<file path="src/rtl/mips_boot_pkg.sv">
// Shared types and constants for the MIPS boot loader.
package mips_boot_pkg;

    localparam int unsigned BYTES_PER_WORD = 4;
    localparam int unsigned BYTE_W         = 8;
    localparam int unsigned WORD_W         = BYTES_PER_WORD * BYTE_W;
    localparam int unsigned BYTE_CNT_W     = 2;

    localparam logic [1:0] RAM_SEL_WORD = 2'b00;

    typedef enum logic [2:0] {
        S_IDLE,
        S_LEN,
        S_LOAD,
        S_WRITE,
        S_CHECK,
        S_DONE,
        S_ERR
    } boot_state_e;

    // States in which the loader takes bytes from the stream.
    function automatic logic accepts_bytes(input boot_state_e s);
        return (s == S_IDLE) || (s == S_LEN) || (s == S_LOAD) || (s == S_CHECK);
    endfunction

endpackage

</file>
<file path="src/rtl/mips_boot_loader_if.sv">
// Byte stream in, RAM write port out. master = loader side, slave = environment side.
interface mips_boot_loader_if #(
    parameter int unsigned ADDRESS_WIDTH = 32,
    parameter int unsigned DATA_WIDTH    = 32
);
    logic [7:0]               RX_DATA;
    logic                     RX_VALID;
    logic                     RX_READY;
    logic [ADDRESS_WIDTH-1:0] MEM_ADDR;
    logic [DATA_WIDTH-1:0]    MEM_DATA;
    logic                     MEM_WS;
    logic [1:0]               RAM_SEL;

    modport master (
        input  RX_DATA, RX_VALID,
        output RX_READY, MEM_ADDR, MEM_DATA, MEM_WS, RAM_SEL
    );

    modport slave (
        output RX_DATA, RX_VALID,
        input  RX_READY, MEM_ADDR, MEM_DATA, MEM_WS, RAM_SEL
    );
endinterface

</file>
<file path="src/rtl/boot_word_assembler.sv">
// Little-endian byte-to-word assembler: holds the first three bytes of a
// word and presents the full word combinationally with the fourth byte.
module boot_word_assembler
    import mips_boot_pkg::*;
(
    input  logic              clk_i,
    input  logic              rst_i,
    input  logic [BYTE_W-1:0] byte_i,
    input  logic              accept_i,
    output logic [WORD_W-1:0] word_c_o,
    output logic              word_done_c_o
);

    localparam int unsigned HOLD_W = WORD_W - BYTE_W;

    logic [HOLD_W-1:0]     shreg_q, shreg_d;
    logic [BYTE_CNT_W-1:0] cnt_q;

    // Newest byte enters at the top so the first byte ends up least significant.
    always_comb begin
        shreg_d       = {byte_i, shreg_q[HOLD_W-1:BYTE_W]};
        word_c_o      = {byte_i, shreg_q};
        word_done_c_o = accept_i && (cnt_q == BYTE_CNT_W'(BYTES_PER_WORD - 1));
    end

    // Shift register and byte counter; counter wraps after each word.
    always_ff @(posedge clk_i) begin
        if (rst_i) begin
            shreg_q <= '0;
            cnt_q   <= '0;
        end else if (accept_i) begin
            shreg_q <= shreg_d;
            cnt_q   <= cnt_q + BYTE_CNT_W'(1);
        end
    end

endmodule

</file>
<file path="src/rtl/mips_boot_loader.sv">
// Program loader: length-prefixed byte stream -> 32-bit RAM writes, CPU held
// in reset until the image is in. Optional trailing XOR checksum when
// BOOT_CHECKSUM_EN is defined.
module mips_boot_loader
    import mips_boot_pkg::*;
#(
    parameter int unsigned            ADDRESS_WIDTH = 32,
    parameter int unsigned            DATA_WIDTH    = 32,
    parameter logic [ADDRESS_WIDTH-1:0] BASE_ADDR   = '0,
    parameter int unsigned            MAX_WORDS     = 1024
) (
    input  logic                CLK,
    input  logic                RST,
    mips_boot_loader_if.master  bus,
    output logic                CPU_RST,
    output logic                BUSY,
    output logic                DONE,
    output logic                ERR
);

    localparam int unsigned IDX_W = $clog2(MAX_WORDS + 1);

    boot_state_e state_q, state_d;

    logic [IDX_W-1:0]         idx_q, idx_d;
    logic [WORD_W-1:0]        count_q, count_d;
    logic                     mem_ws_q, mem_ws_d;
    logic [ADDRESS_WIDTH-1:0] mem_addr_q, mem_addr_d;
    logic [DATA_WIDTH-1:0]    mem_data_q, mem_data_d;
    logic                     cpu_rst_q, cpu_rst_d;
    logic                     busy_q, busy_d;
    logic                     done_q, done_d;
    logic                     err_q, err_d;
`ifdef BOOT_CHECKSUM_EN
    logic [WORD_W-1:0]        xor_q, xor_d;
`endif

    logic              rx_ready_c;
    logic              accept_c;
    logic [WORD_W-1:0] word_c;
    logic              word_done_c;
    logic              last_word_c;

    // Ready is decoded from state and forced low while reset is applied.
    always_comb begin
        rx_ready_c  = accepts_bytes(state_q) && !RST;
        accept_c    = bus.RX_VALID && rx_ready_c;
        last_word_c = (WORD_W'(idx_q) + WORD_W'(1)) == count_q;
    end

    boot_word_assembler u_asm (
        .clk_i         (CLK),
        .rst_i         (RST),
        .byte_i        (bus.RX_DATA),
        .accept_i      (accept_c),
        .word_c_o      (word_c),
        .word_done_c_o (word_done_c)
    );

    // State register.
    always_ff @(posedge CLK) begin
        if (RST) begin
            state_q <= S_IDLE;
        end else begin
            state_q <= state_d;
        end
    end

    // Next-state decode.
    always_comb begin
        state_d = state_q;
        case (state_q)
            S_IDLE: begin
                if (accept_c) begin
                    state_d = S_LEN;
                end
            end
            S_LEN: begin
                if (word_done_c) begin
                    if (word_c == '0) begin
`ifdef BOOT_CHECKSUM_EN
                        state_d = S_CHECK;
`else
                        state_d = S_DONE;
`endif
                    end else if (word_c > WORD_W'(MAX_WORDS)) begin
                        state_d = S_ERR;
                    end else begin
                        state_d = S_LOAD;
                    end
                end
            end
            S_LOAD: begin
                if (word_done_c) begin
                    state_d = S_WRITE;
                end
            end
            S_WRITE: begin
                if (last_word_c) begin
`ifdef BOOT_CHECKSUM_EN
                    state_d = S_CHECK;
`else
                    state_d = S_DONE;
`endif
                end else begin
                    state_d = S_LOAD;
                end
            end
            S_CHECK: begin
`ifdef BOOT_CHECKSUM_EN
                if (word_done_c) begin
                    state_d = (word_c == xor_q) ? S_DONE : S_ERR;
                end
`else
                state_d = S_ERR;
`endif
            end
            S_DONE:  state_d = S_DONE;
            S_ERR:   state_d = S_ERR;
            default: state_d = S_IDLE;
        endcase
    end

    // Datapath and output next values; status follows the next state so
    // every output is a flop.
    always_comb begin
        idx_d      = idx_q;
        count_d    = count_q;
        mem_addr_d = mem_addr_q;
        mem_data_d = mem_data_q;
`ifdef BOOT_CHECKSUM_EN
        xor_d      = xor_q;
`endif

        if ((state_q == S_LEN) && word_done_c) begin
            count_d = word_c;
        end

        if ((state_q == S_LOAD) && word_done_c) begin
            mem_addr_d = BASE_ADDR + (ADDRESS_WIDTH'(idx_q) << 2);
            mem_data_d = DATA_WIDTH'(word_c);
`ifdef BOOT_CHECKSUM_EN
            xor_d      = xor_q ^ word_c;
`endif
        end

        if (state_q == S_WRITE) begin
            idx_d = idx_q + IDX_W'(1);
        end

        mem_ws_d  = (state_d == S_WRITE);
        cpu_rst_d = (state_d != S_DONE);
        busy_d    = (state_d != S_IDLE) && (state_d != S_DONE) && (state_d != S_ERR);
        done_d    = (state_d == S_DONE);
        err_d     = (state_d == S_ERR);
    end

    // Datapath and output registers.
    always_ff @(posedge CLK) begin
        if (RST) begin
            idx_q      <= '0;
            count_q    <= '0;
            mem_ws_q   <= 1'b0;
            mem_addr_q <= '0;
            mem_data_q <= '0;
            cpu_rst_q  <= 1'b1;
            busy_q     <= 1'b0;
            done_q     <= 1'b0;
            err_q      <= 1'b0;
`ifdef BOOT_CHECKSUM_EN
            xor_q      <= '0;
`endif
        end else begin
            idx_q      <= idx_d;
            count_q    <= count_d;
            mem_ws_q   <= mem_ws_d;
            mem_addr_q <= mem_addr_d;
            mem_data_q <= mem_data_d;
            cpu_rst_q  <= cpu_rst_d;
            busy_q     <= busy_d;
            done_q     <= done_d;
            err_q      <= err_d;
`ifdef BOOT_CHECKSUM_EN
            xor_q      <= xor_d;
`endif
        end
    end

    // Port drive.
    always_comb begin
        bus.RX_READY = rx_ready_c;
        bus.MEM_ADDR = mem_addr_q;
        bus.MEM_DATA = mem_data_q;
        bus.MEM_WS   = mem_ws_q;
        bus.RAM_SEL  = RAM_SEL_WORD;
        CPU_RST      = cpu_rst_q;
        BUSY         = busy_q;
        DONE         = done_q;
        ERR          = err_q;
    end

endmodule

</file>
<file path="src/flat_wrapper.sv">
// flat-port wrapper written by rule: the top's interface ports become plain ports
module mips_boot_loader_flat import mips_boot_pkg::*;
#(
    parameter int unsigned            ADDRESS_WIDTH = 32,
    parameter int unsigned            DATA_WIDTH    = 32,
    parameter logic [ADDRESS_WIDTH-1:0] BASE_ADDR   = '0,
    parameter int unsigned            MAX_WORDS     = 1024
)
  (CLK, RST, CPU_RST, BUSY, DONE, ERR, bus_RX_DATA, bus_RX_VALID, bus_RX_READY, bus_MEM_ADDR, bus_MEM_DATA, bus_MEM_WS, bus_RAM_SEL);
  mips_boot_loader_if #(.ADDRESS_WIDTH(ADDRESS_WIDTH), .DATA_WIDTH(DATA_WIDTH)) bus_i ();
  input  logic CLK;
  input  logic RST;
  output logic CPU_RST;
  output logic BUSY;
  output logic DONE;
  output logic ERR;
  input wire logic [$bits(bus_i.RX_DATA)-1:0] bus_RX_DATA;
  input wire logic [$bits(bus_i.RX_VALID)-1:0] bus_RX_VALID;
  output wire logic [$bits(bus_i.RX_READY)-1:0] bus_RX_READY;
  output wire logic [$bits(bus_i.MEM_ADDR)-1:0] bus_MEM_ADDR;
  output wire logic [$bits(bus_i.MEM_DATA)-1:0] bus_MEM_DATA;
  output wire logic [$bits(bus_i.MEM_WS)-1:0] bus_MEM_WS;
  output wire logic [$bits(bus_i.RAM_SEL)-1:0] bus_RAM_SEL;
  assign bus_i.RX_DATA = bus_RX_DATA;
  assign bus_i.RX_VALID = bus_RX_VALID;
  assign bus_RX_READY = bus_i.RX_READY;
  assign bus_MEM_ADDR = bus_i.MEM_ADDR;
  assign bus_MEM_DATA = bus_i.MEM_DATA;
  assign bus_MEM_WS = bus_i.MEM_WS;
  assign bus_RAM_SEL = bus_i.RAM_SEL;
  mips_boot_loader #(.ADDRESS_WIDTH(ADDRESS_WIDTH), .DATA_WIDTH(DATA_WIDTH), .BASE_ADDR(BASE_ADDR), .MAX_WORDS(MAX_WORDS)) u_core (.CLK(CLK), .RST(RST), .bus(bus_i), .CPU_RST(CPU_RST), .BUSY(BUSY), .DONE(DONE), .ERR(ERR));
endmodule
</file>
<file path="config.mk">
export PLATFORM = sky130hd
export DESIGN_NAME = mips_boot_loader_flat
export DESIGN_NICKNAME = d
export VERILOG_FILES = /design/src/rtl/mips_boot_pkg.sv /design/src/rtl/mips_boot_loader_if.sv /design/src/rtl/boot_word_assembler.sv /design/src/rtl/mips_boot_loader.sv /design/src/flat_wrapper.sv
export SDC_FILE = /design/constraint.sdc
export NUM_CORES = 1
export LEC_CHECK = 0
export ABC_AREA = 1
export CORE_UTILIZATION = 50
export CTS_BUF_LIST = sky130_fd_sc_hd__clkbuf_2 sky130_fd_sc_hd__clkbuf_4 sky130_fd_sc_hd__clkbuf_8
export CTS_CLUSTER_DIAMETER = 100
export DETAILED_ROUTE_END_ITERATION = 8
export PLACE_DENSITY = 0.75
export SYNTH_ARGS = -nofsm -noshare
export SYNTH_HDL_FRONTEND = slang
export SYNTH_SLANG_ARGS = --single-unit
</file>
<file path="constraint.sdc">
create_clock -name CLK -period 2.07 [get_ports CLK]
set_input_delay 0.207 -clock CLK [delete_from_list [all_inputs] [get_ports CLK]]
set_output_delay 0.207 -clock CLK [all_outputs]
set_load 0.05 [all_outputs]
</file>
==> results of run 1 <==
## cells in the final DEF, fill, tap and decap left out, types with 3 or more instances in the layout
master                            synthesis  final
sky130_fd_sc_hd__nand2_1                136    123
sky130_fd_sc_hd__a21oi_1                 97     97
sky130_fd_sc_hd__nor3_1                   4      4
sky130_fd_sc_hd__o211ai_1                 3      3
sky130_fd_sc_hd__buf_4                   23     16
sky130_fd_sc_hd__o21ai_0                 84     83
sky130_fd_sc_hd__clkinv_2                 0      4
sky130_fd_sc_hd__clkinv_4                 0      5
sky130_fd_sc_hd__buf_12                   0      4
sky130_fd_sc_hd__nand4_1                  8      8
sky130_fd_sc_hd__clkdlybuf4s50_1          0     58
sky130_fd_sc_hd__nor2_2                   7      7
sky130_fd_sc_hd__inv_1                   62     60
sky130_fd_sc_hd__nor2_4                   2      7
sky130_fd_sc_hd__nand3_2                  1      3
sky130_fd_sc_hd__o21ai_1                  2      3
sky130_fd_sc_hd__clkbuf_8                 0     19
sky130_fd_sc_hd__dfxtp_1                120    112
sky130_fd_sc_hd__nand2_2                  5     17
sky130_fd_sc_hd__nand3_1                 38     35
sky130_fd_sc_hd__conb_1                   1     23
sky130_fd_sc_hd__dfxtp_2                  0      5
sky130_fd_sc_hd__dfxtp_4                  0      3
sky130_fd_sc_hd__clkinvlp_4               0      3
sky130_fd_sc_hd__nor2_1                  71     66
sky130_fd_sc_hd__inv_2                    4      5
sky130_fd_sc_hd__buf_6                    0      3
## final cells by class
cell class | count | area [um2]
clock buffer | 19 | 261.5
clock inverter | 13 | 121.4
fill | 846 | 3458
inverter | 66 | 251.5
multi-input combinational | 489 | 2364
sequential | 120 | 2420
tap | 133 | 166.4
timing repair buffer | 81 | 814.5
timing repair inverter | 1 | 7.507
## how the worst max path moves through the flow
| stage | from | slack [ns] | to | cells past startpoint |
|---|---|---|---|---|
| finish | u_core.idx_q[1] | 0.09 | u_core.DONE | 15 |
| global route | u_core.idx_q[1] | -0.09 | u_core.DONE | 15 |
| CTS | u_core.idx_q[0] | 0.004 | u_core.BUSY | 16 |
| detailed placement | u_core.idx_q[1] | -0.01 | u_core.BUSY | 16 |
| global placement | bus_RX_DATA[0] | 0.03 | u_core.DONE | 13 |
| floorplan | u_core.state_q[2] | 0.14 | u_core.count_q[0] | 12 |
## sequential cells by signal, indices dropped and copies added, names as in the netlist, 2 cells and up
name,count
u_core.bus.MEM_DATA,32
u_core.count_q,32
u_core.u_asm.shreg_q,24
u_core.bus.MEM_ADDR,11
u_core.idx_q,11
u_core.state_q,3
u_core.u_asm.cnt_q,2
## metal layers
metal / GRT usage [%] / up-vias
met4: 10.08 / 0
li1: - / 2399
met5: 0 / -
met2: 39.85 / 158
met3: 6.586 / 23
met1: 31.90 / 2271
## repair_timing
action | in CTS | in global routing
pin swaps | 2 | 18
gates cloned | 0 | 1
gates resized for setup | 2 | 46
setup endpoints to repair | 1 | 11
setup buffers | 2 | 3
## cells in the mapped netlist, drive strengths merged
| master | instances | area (um2) |
|---|---|---|
| nand2 | 141 | 541.8 |
| dfxtp | 120 | 2402 |
| a21oi | 99 | 503.0 |
| o21ai | 86 | 430.4 |
| nor2 | 80 | 332.8 |
| inv | 66 | 247.7 |
| nand3 | 39 | 200.2 |
| buf | 37 | 242.7 |
| clkbuf | 19 | 71.32 |
| nand4 | 8 | 50.05 |
| nor3 | 5 | 30.03 |
| o211ai | 3 | 22.52 |
| ha | 2 | 25.02 |
| conb | 1 | 3.750 |
| nor2b | 1 | 6.260 |
| xnor2 | 1 | 8.760 |
| xor2 | 1 | 8.760 |
## where the power goes
part / internal [uW] / switching, uW / total, uW
clock network: 1020 / 990 / 2010
logic: 77.8 / 238 / 315
registers: 2330 / 21.3 / 2360
## kinds of logic (layout without fill, tap and decap cells)
| logic type | count (synthesis) | after routing | synth area share [%] |
|---|---|---|---|
| simple gates | 274 | 274 | 22.65 |
| compound gates | 188 | 188 | 18.64 |
| buf+inv | 122 | 180 | 10.96 |
| flops | 120 | 120 | 46.85 |
| fa+ha+maj | 2 | 2 | 0.4880 |
| xor+xnor | 2 | 2 | 0.3417 |
| other cells | 1 | 23 | 0.07314 |
## worst min-delay path, delay by kind of cell
kind | cells | cell delay, ns
AOI/OAI and AO/OA | 1 | 0.05
and+or+nand+nor | 1 | 0.10
buffers and inverters | 1 | 0.47
## stage by stage
| step | area, um2 | power, uW | util (%) | setup TNS (ns) |
|---|---|---|---|---|
| 2_1_floorplan | 5215 | 2665 | - | 0 |
| 3_3_place_gp | 5833 | 2715 | 59.13 | 0 |
| 3_5_place_dp | 5833 | 2722 | 59.13 | -0.01215 |
| 4_1_cts | 6236 | 4711 | 63.22 | 0 |
| 5_1_grt | 6406 | 4852 | 64.94 | -0.4225 |
| 6_report | 6406 | 4684 | 64.94 | 0 |
==> impl_results.rst, run 1 <==
.. list-table::
   :header-rows: 1

   * - Metric
     - Value
   * - Max Buffers Root-to-Sink
     - 2
   * - Final Wtd Congestion
     - between 0.9 and 1
   * - Final hold violation count
     - 0
   * - Total routed wire length on the met1 layer
     - approximately 5600 um
   * - Worst-skew pair later-pin latency
     - roughly 0.43 ns
   * - Leakage
     - between 0.002 and 0.003 uW
   * - Class of the worst hold path
     - in -> reg
   * - Crit-path leading delay family
     - simple AND/OR/NAND/NOR gates
   * - Number of unique standard cell types used by synthesis
     - 26
   * - Final clock period utilization by the worst path
     - 95.67%
   * - Clock root buffer
     - sky130_fd_sc_hd__clkbuf_8
   * - Met2 wire length
     - about 6100 um
   * - First-pass GRT wire length
     - just over 20,000 um
   * - Boundary Pins
     - 83
   * - Total buffers and inverters traversed by the critical path
     - 1
   * - Vias per inst
     - 5.261
   * - Register area share after synthesis
     - a little under half
   * - Reg-to-reg startpoint
     - u_core.idx_q[1]
   * - Largest net degree at the start of global routing
     - 60
   * - Number of antenna-violating nets in the routed design
     - 0
   * - Synthesized cell area
     - 0.005127 mm2
   * - Core footprint
     - between 0.009 and 0.01 mm2
   * - Crit path max fanout
     - 4
   * - Timing-limited maximum frequency
     - around 500 MHz
   * - Count of placed standard cells including taps
     - between 800 and 900
   * - Worst vdd rail ir drop
     - 0.4602 mV
   * - Minimum clock period after layout
     - between 1.5 and 2 ns
   * - Worst path cell trace
     - ha_4 -> nand2_4 -> nor2_4 -> nand2_2 -> nand2_2 -> nand2_2 -> nand2_1 -> nand2_1 -> nor2_2 -> nand3_2 -> nor2_4 -> buf_6 -> a21oi_4 -> nor2_2 -> nor2b_1
   * - Unrepaired setup endpoints after global routing
     - true
   * - Quantity of I/O buffers inserted on ports
     - between 50 and 60
   * - Routed via count
     - between 4,000 and 5,000
   * - Min-Delay Path Depth
     - 3
   * - Synthesis Warnings
     - 0
   * - Routed Wire Length
     - roughly 13,000 um
   * - Nets
     - approximately 800
   * - Slowest cell on crit path
     - sky130_fd_sc_hd__dfxtp_4
   * - DR iter-0 viols
     - approximately 290
   * - CTS HTree Levels
     - 4
   * - Register-to-register setup slack
     - roughly 0.09 ns
   * - Maximum single-stage delay on the critical path
     - roughly 0.37 ns
   * - Count of standard-cell rows
     - 36
   * - Diode count
     - 0
   * - Worst slack at placement
     - -0.01215 ns
   * - Die Height
     - ~100 um
   * - Average detailed-routed wire length per instance
     - ~14 um
   * - Power per cell area
     - between 700 and 800 mW/mm2
   * - Area growth from synthesis to layout
     - 24.94%
   * - Synthesized area per cell
     - 7.232 um2
   * - HPWL Detailed
     - ~8600 um
   * - Cts hold-fix bufs
     - 0
   * - Synth Register Bits
     - 120
   * - Status
     - finished, final reports clean
   * - Number of buffers added by the clock tree synthesis step
     - 17
   * - GRT Total Usage
     - roughly 25%
   * - Endpoint, Worst Hold
     - u_core.u_asm.shreg_q[19]
   * - Number of cells on the worst reg-to-reg path
     - 15
   * - Slew at the pin closest to its max-slew limit
     - approximately 0.54 ns
   * - Routed met3 length
     - between 600 and 700 um
   * - Kind of end point of the critical path
     - flop
   * - Via count of the first global-routing pass
     - roughly 4,300
   * - Initial antenna violation count
     - 0
   * - Worst-path clk slew
     - 0.07 ns
   * - Cell with the most instances on the worst path
     - sky130_fd_sc_hd__nand2_2
   * - Worst slew margin
     - about 64%
   * - Horizontal die dimension
     - around 100 um
   * - Final count of pins violating max slew
     - 0
   * - Layout cell share with drive strength beyond 1
     - 13.94%
   * - Final non-filler cell total
     - 922
   * - Synth Instances
     - between 700 and 800
   * - Total gr overflow
     - 0
   * - Type of origin of the critical path
     - flop
   * - WP data arrival
     - around 2.4 ns
   * - Minimum setup slack in the final design
     - between 0.08 and 0.09 ns
   * - Max Cap Violations
     - 0
   * - RR Endpoint
     - u_core.DONE
   * - CTS tree
     - yes
   * - Top routing layer used
     - met4
   * - Critical path class
     - reg -> reg
   * - Worst clock skew on the final layout
     - approximately 0.011 ns
   * - TritonCTS sink count
     - 120
   * - Die footprint
     - 0.01066 mm2
   * - Total setup violations reported at the end of the flow
     - 0
   * - Number of iterations in the first detailed-routing pass
     - 5
   * - Hold WS
     - 0.4469 ns
   * - Worst Hold Launch
     - bus_RX_DATA[3]
   * - Number of remaining DRC errors
     - 0
   * - Crit path required time
     - between 2 and 2.5 ns
   * - Initial Utilization
     - between 50% and 60%
No activity file was read; power rests on OpenSTA's default activity.
==> run 2: changes to the inputs <==
--- a/config.mk
+++ b/config.mk
@@ -14,3 +14,4 @@
 export SYNTH_ARGS = -nofsm -noshare
 export SYNTH_HDL_FRONTEND = slang
 export SYNTH_SLANG_ARGS = --single-unit
+export TNS_END_PERCENT = 50
==> run 2 against run 1 <==
Compared with the run above: fmax decreased by 0.56%; highest routed layer unchanged; utilization unchanged; via count decreased by 0.62%; largest cell class unchanged; clock skew increased by 0.00091 ns; clock power about the same; die area unchanged; cell count unchanged; non-clock buffer count unchanged; flip-flop and latch count unchanged; largest power group unchanged.
==> impl_results.rst, run 2 (synthesis results as in run 1) <==
.. list-table::
   :header-rows: 1

   * - Metric
     - Value
   * - Min-Delay Path Depth
     - 3
   * - Combinational Power Share
     - approximately 6.7%
   * - Final Wtd Congestion
     - 0.9012
   * - DR iter-0 viols
     - 280
   * - Clock root buffer
     - sky130_fd_sc_hd__clkbuf_8
   * - Pwr Total
     - 4684 uW
   * - Number of remaining DRC errors
     - 0
   * - Via count of the first global-routing pass
     - between 4,000 and 5,000
   * - Crit path max fanout
     - 4
   * - Cts hold-fix bufs
     - 0
   * - Average detailed-routed wire length per instance
     - around 14 um
   * - Kind of end point of the critical path
     - flop
   * - Number of buffers added by the clock tree synthesis step
     - 17
   * - Count of placed standard cells including taps
     - 884
   * - Diode count
     - 0
   * - Initial antenna violation count
     - 0
   * - Cell internal pwr
     - between 3000 and 4000 uW
   * - Switch share
     - between 20% and 30%
   * - Power share of the clock group
     - about 43%
   * - Worst-skew pair later-pin latency
     - between 0.4 and 0.5 ns
   * - Routed Wire Length
     - approximately 13,000 um
   * - Nets
     - ~790
   * - Met2 track demand over resource
     - 39.85%
   * - Die footprint
     - between 0.01 and 0.015 mm2
   * - Max Buffers Root-to-Sink
     - 2
   * - Unrepaired setup endpoints after global routing
     - true
   * - HPWL Detailed
     - between 8000 and 9000 um
   * - Total setup violations reported at the end of the flow
     - 0
   * - Final count of pins violating max slew
     - 0
   * - Die Height
     - around 100 um
   * - Net switching power
     - between 1000 and 1500 uW
   * - First-pass GRT wire length
     - between 20,000 and 25,000 um
   * - Final hold violation count
     - 0
   * - Horizontal die dimension
     - ~100 um
   * - Timing-limited maximum frequency
     - 502.1 MHz
   * - Largest net degree at the start of global routing
     - 60
   * - Commonest cells after routing, fill and taps aside
     - 123 x sky130_fd_sc_hd__nand2_1, 112 x sky130_fd_sc_hd__dfxtp_1, 97 x sky130_fd_sc_hd__a21oi_1
   * - Core footprint
     - 0.009864 mm2
   * - GRT Total Usage
     - approximately a quarter
   * - Critical path class
     - reg -> reg
   * - Layout cell share with drive strength beyond 1
     - 13.94%
   * - Worst vdd rail ir drop
     - 0.4593 mV
   * - Count of standard-cell rows
     - 36
   * - Vias per inst
     - approximately 5.2
   * - CTS tree
     - yes
   * - Minimum clock period after layout
     - between 1.5 and 2 ns
   * - Number of antenna-violating nets in the routed design
     - 0
   * - Global route hottest layer
     - met2
   * - Fraction of power consumed by sequential logic
     - about 50%
   * - Quantity of I/O buffers inserted on ports
     - 59
   * - CTS HTree Levels
     - 4
   * - Class of the worst hold path
     - in -> reg
   * - Worst slew margin
     - between 60% and 70%
   * - WP data arrival
     - approximately 2.4 ns
   * - Status
     - finished, final reports clean
   * - Final non-filler cell total
     - between 900 and 1,000
   * - Final clock period utilization by the worst path
     - between 90 and 100%
   * - Total gr overflow
     - 0
   * - Worst slack at placement
     - -0.01215 ns
   * - TritonCTS sink count
     - between 100 and 150
   * - Minimum setup slack in the final design
     - ~0.08 ns
   * - Number of cells on the worst reg-to-reg path
     - 15
   * - Crit path required time
     - 2.43 ns
   * - Power per cell area
     - about 730 mW/mm2
   * - Leakage
     - between 0.002 and 0.003 uW
   * - Most common library cell in the layout ignoring fill and taps
     - sky130_fd_sc_hd__nand2_1
   * - Worst-path clk slew
     - roughly 0.07 ns
   * - Type of origin of the critical path
     - flop
   * - Initial Utilization
     - 51.98%
   * - Boundary Pins
     - 83
   * - Area growth from synthesis to layout
     - 24.94%
   * - Worst clock skew on the final layout
     - ~0.012 ns
   * - Number of iterations in the first detailed-routing pass
     - 5
   * - Max Cap Violations
     - 0
   * - Routed via count
     - roughly 4,800
   * - GR Layer Usage met3
     - under 10%
   * - Fill count
     - approximately 850
   * - Slew at the pin closest to its max-slew limit
     - 0.5379 ns
   * - GR Layer Usage met1
     - between 30% and 40%
==> run 2: worst max-delay path, stage by stage (launching register included) <==
cell,delay (ns)
sky130_fd_sc_hd__dfxtp_4,0.37
sky130_fd_sc_hd__ha_4,0.16
sky130_fd_sc_hd__nand2_4,0.07
sky130_fd_sc_hd__nor2_4,0.14
sky130_fd_sc_hd__nand2_2,0.07
sky130_fd_sc_hd__nand2_2,0.10
sky130_fd_sc_hd__nand2_2,0.07
sky130_fd_sc_hd__nand2_1,0.06
sky130_fd_sc_hd__nand2_1,0.06
sky130_fd_sc_hd__nor2_2,0.15
sky130_fd_sc_hd__nand3_2,0.11
sky130_fd_sc_hd__nor2_4,0.13
sky130_fd_sc_hd__buf_6,0.11
sky130_fd_sc_hd__a21oi_4,0.05
sky130_fd_sc_hd__nor2_2,0.16
sky130_fd_sc_hd__nor2b_1,0.14
==> run 2: metal layers <==
| layer | wire length [um] | vias to the layer above |
|---|---|---|
| li1 | - | 2398 |
| met1 | 5593 | 2253 |
| met2 | 6094 | 149 |
| met3 | 672 | 21 |
| met4 | 230 | 0 |
| met5 | 0 | - |
==> run 2: what timing repair did <==
action                                 4_1_cts  5_1_grt
setup buffers                                2        3
gates resized for setup                      2       46
setup endpoints to repair                    1       11
pin swaps                                    2       18
endpoints found under the hold margin        0        0
cloned                                       0        1
==> run 2: power by group through the flow <==
stage	clock network [uW]	registers (uW)	logic, uW
floorplan	0	2410	253
global placement	0	2410	303
detailed placement	0	2410	309
CTS	2040	2360	309
global route	2150	2360	345
finish	2010	2360	315
==> run 2: final timing paths <==
| kind | startpoint | endpoint | slack, ns |
|---|---|---|---|
| worst min-delay path | bus_RX_DATA[3] | u_core.u_asm.shreg_q[19] | 0.45 |
| worst min register to register | u_core.count_q[19] | u_core.count_q[19] | 0.46 |
| worst max register to register | u_core.idx_q[1] | u_core.DONE | 0.08 |
| worst max-delay path | u_core.idx_q[1] | u_core.DONE | 0.08 |
==> run 2: area by class of cell <==
cell class                 instances  area (um2)  area share [%]
clock buffer                      19       261.5           4.082
clock inverter                    13       121.4           1.895
tap                              133       166.4           2.598
timing repair inverter             1       7.507          0.1172
multi-input combinational        489        2364           36.89
timing repair buffer              81       814.5           12.71
sequential                       120        2420           37.77
inverter                          66       251.5           3.926
==> run 2: metrics by stage <==
step / TNS (ns) / utilization (%) / hold slack, ns / area [um2]
2_1_floorplan: 0 / - / 0.3419 / 5215
3_5_place_dp: -0.01215 / 59.13 / 0.4521 / 5833
6_report: 0 / 64.94 / 0.4452 / 6406
5_1_grt: -0.4560 / 64.94 / 0.4401 / 6406
4_1_cts: 0 / 63.22 / 0.4298 / 6236
3_3_place_gp: 0 / 59.13 / 0.4413 / 5833
==> run 3: changes to the inputs <==
--- a/config.mk
+++ b/config.mk
@@ -6,11 +6,11 @@
 export NUM_CORES = 1
 export LEC_CHECK = 0
 export ABC_AREA = 1
-export CORE_UTILIZATION = 50
+export CORE_UTILIZATION = 55
 export CTS_BUF_LIST = sky130_fd_sc_hd__clkbuf_2 sky130_fd_sc_hd__clkbuf_4 sky130_fd_sc_hd__clkbuf_8
 export CTS_CLUSTER_DIAMETER = 100
 export DETAILED_ROUTE_END_ITERATION = 8
-export PLACE_DENSITY = 0.75
+export PLACE_DENSITY = 0.82
 export SYNTH_ARGS = -nofsm -noshare
 export SYNTH_HDL_FRONTEND = slang
 export SYNTH_SLANG_ARGS = --single-unit
==> run 3 against run 2 <==
Compared with the run above: cell area is 0.94% lower; register-to-register slack worse by 0.06 ns; combinational power is 2% higher; die area is 8.9% lower; sequential power hardly changed; via count is 1.2% higher; first-iteration DRC count is 5.7% higher; flip-flop and latch count stayed put; clock skew is 0.0036 ns higher; count of clock-buffer cells in the layout is 2 lower; critical endpoint is now u_core.ERR; largest cell class unchanged; highest routed layer unchanged.
==> impl_results.rst, run 3 (synthesis results as in run 1) <==
.. list-table::
   :header-rows: 1

   * - Metric
     - Value
   * - Vias per inst
     - roughly 5.4
   * - Die footprint
     - 0.009713 mm2
   * - Number of buffers added by the clock tree synthesis step
     - 17
   * - Core footprint
     - just under 0.009 mm2
   * - WP data arrival
     - around 2.4 ns
   * - Accumulated negative setup slack
     - 0 ns
   * - Worst slew margin
     - between 60% and 70%
   * - Total setup violations reported at the end of the flow
     - 0
   * - Timing-limited maximum frequency
     - around 490 MHz
   * - Kind of end point of the critical path
     - flop
   * - Number of iterations in the first detailed-routing pass
     - 5
   * - Quantity of I/O buffers inserted on ports
     - 59
   * - Area growth from synthesis to layout
     - 23.77%
   * - Boundary Pins
     - a little over 80
   * - Type of origin of the critical path
     - flop
   * - Horizontal die dimension
     - around 99 um
   * - Via count of the first global-routing pass
     - approximately 4,600
   * - HPWL Detailed
     - between 8000 and 9000 um
   * - Initial antenna violation count
     - 0
   * - Minimum clock period after layout
     - approximately 2 ns
   * - Combinational Power Share
     - 6.7%
   * - CTS tree
     - yes
   * - Most common library cell in the layout ignoring fill and taps
     - sky130_fd_sc_hd__nand2_1
   * - Critical path class
     - reg -> reg
   * - Average detailed-routed wire length per instance
     - ~15 um
   * - Final clock period utilization by the worst path
     - 99.32%
   * - Finished Cell Area
     - around 0.0063 mm2
   * - Switch share
     - between 20% and 30%
   * - Class of the worst hold path
     - reg -> reg
   * - Count of standard-cell rows
     - 34
   * - Crit path max fanout
     - 4
   * - Total gr overflow
     - 0
   * - Area of placed instances
     - between 0.005 and 0.006 mm2
   * - Fraction of power consumed by sequential logic
     - 49.5%
   * - Number of remaining DRC errors
     - 0
   * - Layout cell share with drive strength beyond 1
     - 12.67%
   * - Power share of the clock group
     - between 40% and 50%
   * - CTS HTree Levels
     - 4
   * - First-pass GRT wire length
     - ~21,000 um
   * - Diode count
     - 0
   * - Leakage
     - 0.002601 uW
   * - Final count of pins violating max slew
     - 0
   * - Largest net degree at the start of global routing
     - 71
   * - DR iter-0 viols
     - just under 300
   * - Nets
     - 789
   * - Commonest cells after routing, fill and taps aside
     - 127 x sky130_fd_sc_hd__nand2_1, 115 x sky130_fd_sc_hd__dfxtp_1, 97 x sky130_fd_sc_hd__a21oi_1
   * - GRT Total Usage
     - ~27%
   * - Cell internal pwr
     - roughly 3400 uW
   * - Worst-path clk slew
     - ~0.080 ns
   * - Routed via count
     - roughly 5,000
   * - Worst clock skew on the final layout
     - 0.01555 ns
   * - Net switching power
     - ~1400 uW
   * - Initial Utilization
     - 57.67%
   * - Crit path required time
     - about 2.4 ns
   * - TritonCTS sink count
     - 120
   * - Clock root buffer
     - sky130_fd_sc_hd__clkbuf_8
   * - Max Buffers Root-to-Sink
     - 2
   * - Status
     - finished, final reports clean
   * - Number of antenna-violating nets in the routed design
     - 0
   * - Power per cell area
     - roughly 750 mW/mm2
   * - Slew at the pin closest to its max-slew limit
     - about 0.55 ns
   * - Routed Wire Length
     - about 13,000 um
   * - Die Height
     - just under 100 um
   * - Max Cap Violations
     - 0
   * - Worst vdd rail ir drop
     - roughly 0.57 mV
   * - Final hold violation count
     - 0
   * - Final Wtd Congestion
     - 0.9119
   * - Worst-skew pair later-pin latency
     - between 0.4 and 0.5 ns
   * - Unrepaired setup endpoints after global routing
     - true
[run 3: repair_timing]
| action | in CTS | in global routing |
|---|---|---|
| setup endpoints to repair | 0 | 22 |
| setup buffers | 0 | 1 |
| hold buffers | 0 | 0 |
| resized for setup | 0 | 30 |
[run 3: per-stage QoR]
step | hold WS (ns) | instances | worst slack [ns] | utilization [%] | power (uW)
after CTS | 0.4636 | 895 | 0.02539 | 70.14 | 4794
after detailed placement | 0.4564 | 863 | 0.02059 | 65.73 | 2727
after floorplan | 0.3419 | 731 | 0.1440 | - | 2665
after global placement | 0.4525 | 863 | 0.07544 | 65.73 | 2721
final | 0.4686 | 897 | 0.01414 | 71.38 | 4769
after global routing | 0.4891 | 897 | -0.09740 | 71.38 | 4924
[run 3: worst paths after layout]
kind / start / to / slack, ns / depth (start not counted)
hold / removal: u_core.bus.MEM_DATA[25] / u_core.bus.MEM_DATA[25] / 0.47 / 2
setup reg to reg: u_core.idx_q[4] / u_core.ERR / 0.01 / 14
setup / recovery: u_core.idx_q[4] / u_core.ERR / 0.01 / 14
hold reg to reg: u_core.bus.MEM_DATA[25] / u_core.bus.MEM_DATA[25] / 0.47 / 2
[run 3: critical path, stage by stage (launching register included)]
cell and delay (ns):
sky130_fd_sc_hd__dfxtp_1 0.42, sky130_fd_sc_hd__nand2_1 0.16, sky130_fd_sc_hd__nor2_1 0.23, sky130_fd_sc_hd__nand2_2 0.10, sky130_fd_sc_hd__nand2_2 0.09, sky130_fd_sc_hd__nand2_2 0.06, sky130_fd_sc_hd__nand2_1 0.06, sky130_fd_sc_hd__nand2_1 0.06
sky130_fd_sc_hd__nor2_2 0.14, sky130_fd_sc_hd__nand3_1 0.12, sky130_fd_sc_hd__nor2_2 0.16, sky130_fd_sc_hd__nand2_1 0.08, sky130_fd_sc_hd__nand2_2 0.10, sky130_fd_sc_hd__nand2_2 0.07, sky130_fd_sc_hd__nor3_2 0.14
[run 3: cell type report]
class / count / area [um2]
timing repair buffer: 81 / 815.8
multi-input combinational: 489 / 2333
clock buffer: 17 / 234.0
inverter: 66 / 251.5
timing repair inverter: 1 / 7.507
sequential: 120 / 2411
clock inverter: 15 / 157.7
fill: 687 / 2545
tap: 108 / 135.1
[run 3: power groups by stage]
stage | Sequential (uW) | Combinational, uW | Clock [uW]
final | 2360 | 320 | 2090
after global routing | 2360 | 343 | 2220
after CTS | 2360 | 317 | 2120
after detailed placement | 2410 | 314 | 0
after global placement | 2410 | 309 | 0
after floorplan | 2410 | 253 | 0
[run 3: layer usage]
| metal | vias to the layer above | global-route usage [%] | wire length (um) | share of wire [%] |
|---|---|---|---|---|
| met5 | - | 0 | 0 | 0 |
| met4 | 0 | 11.71 | 351 | 2.7 |
| met3 | 39 | 5.957 | 683 | 5.2 |
| met2 | 163 | 47.72 | 6468 | 49 |
| met1 | 2270 | 32.88 | 5590 | 43 |
| li1 | 2407 | - | - | - |
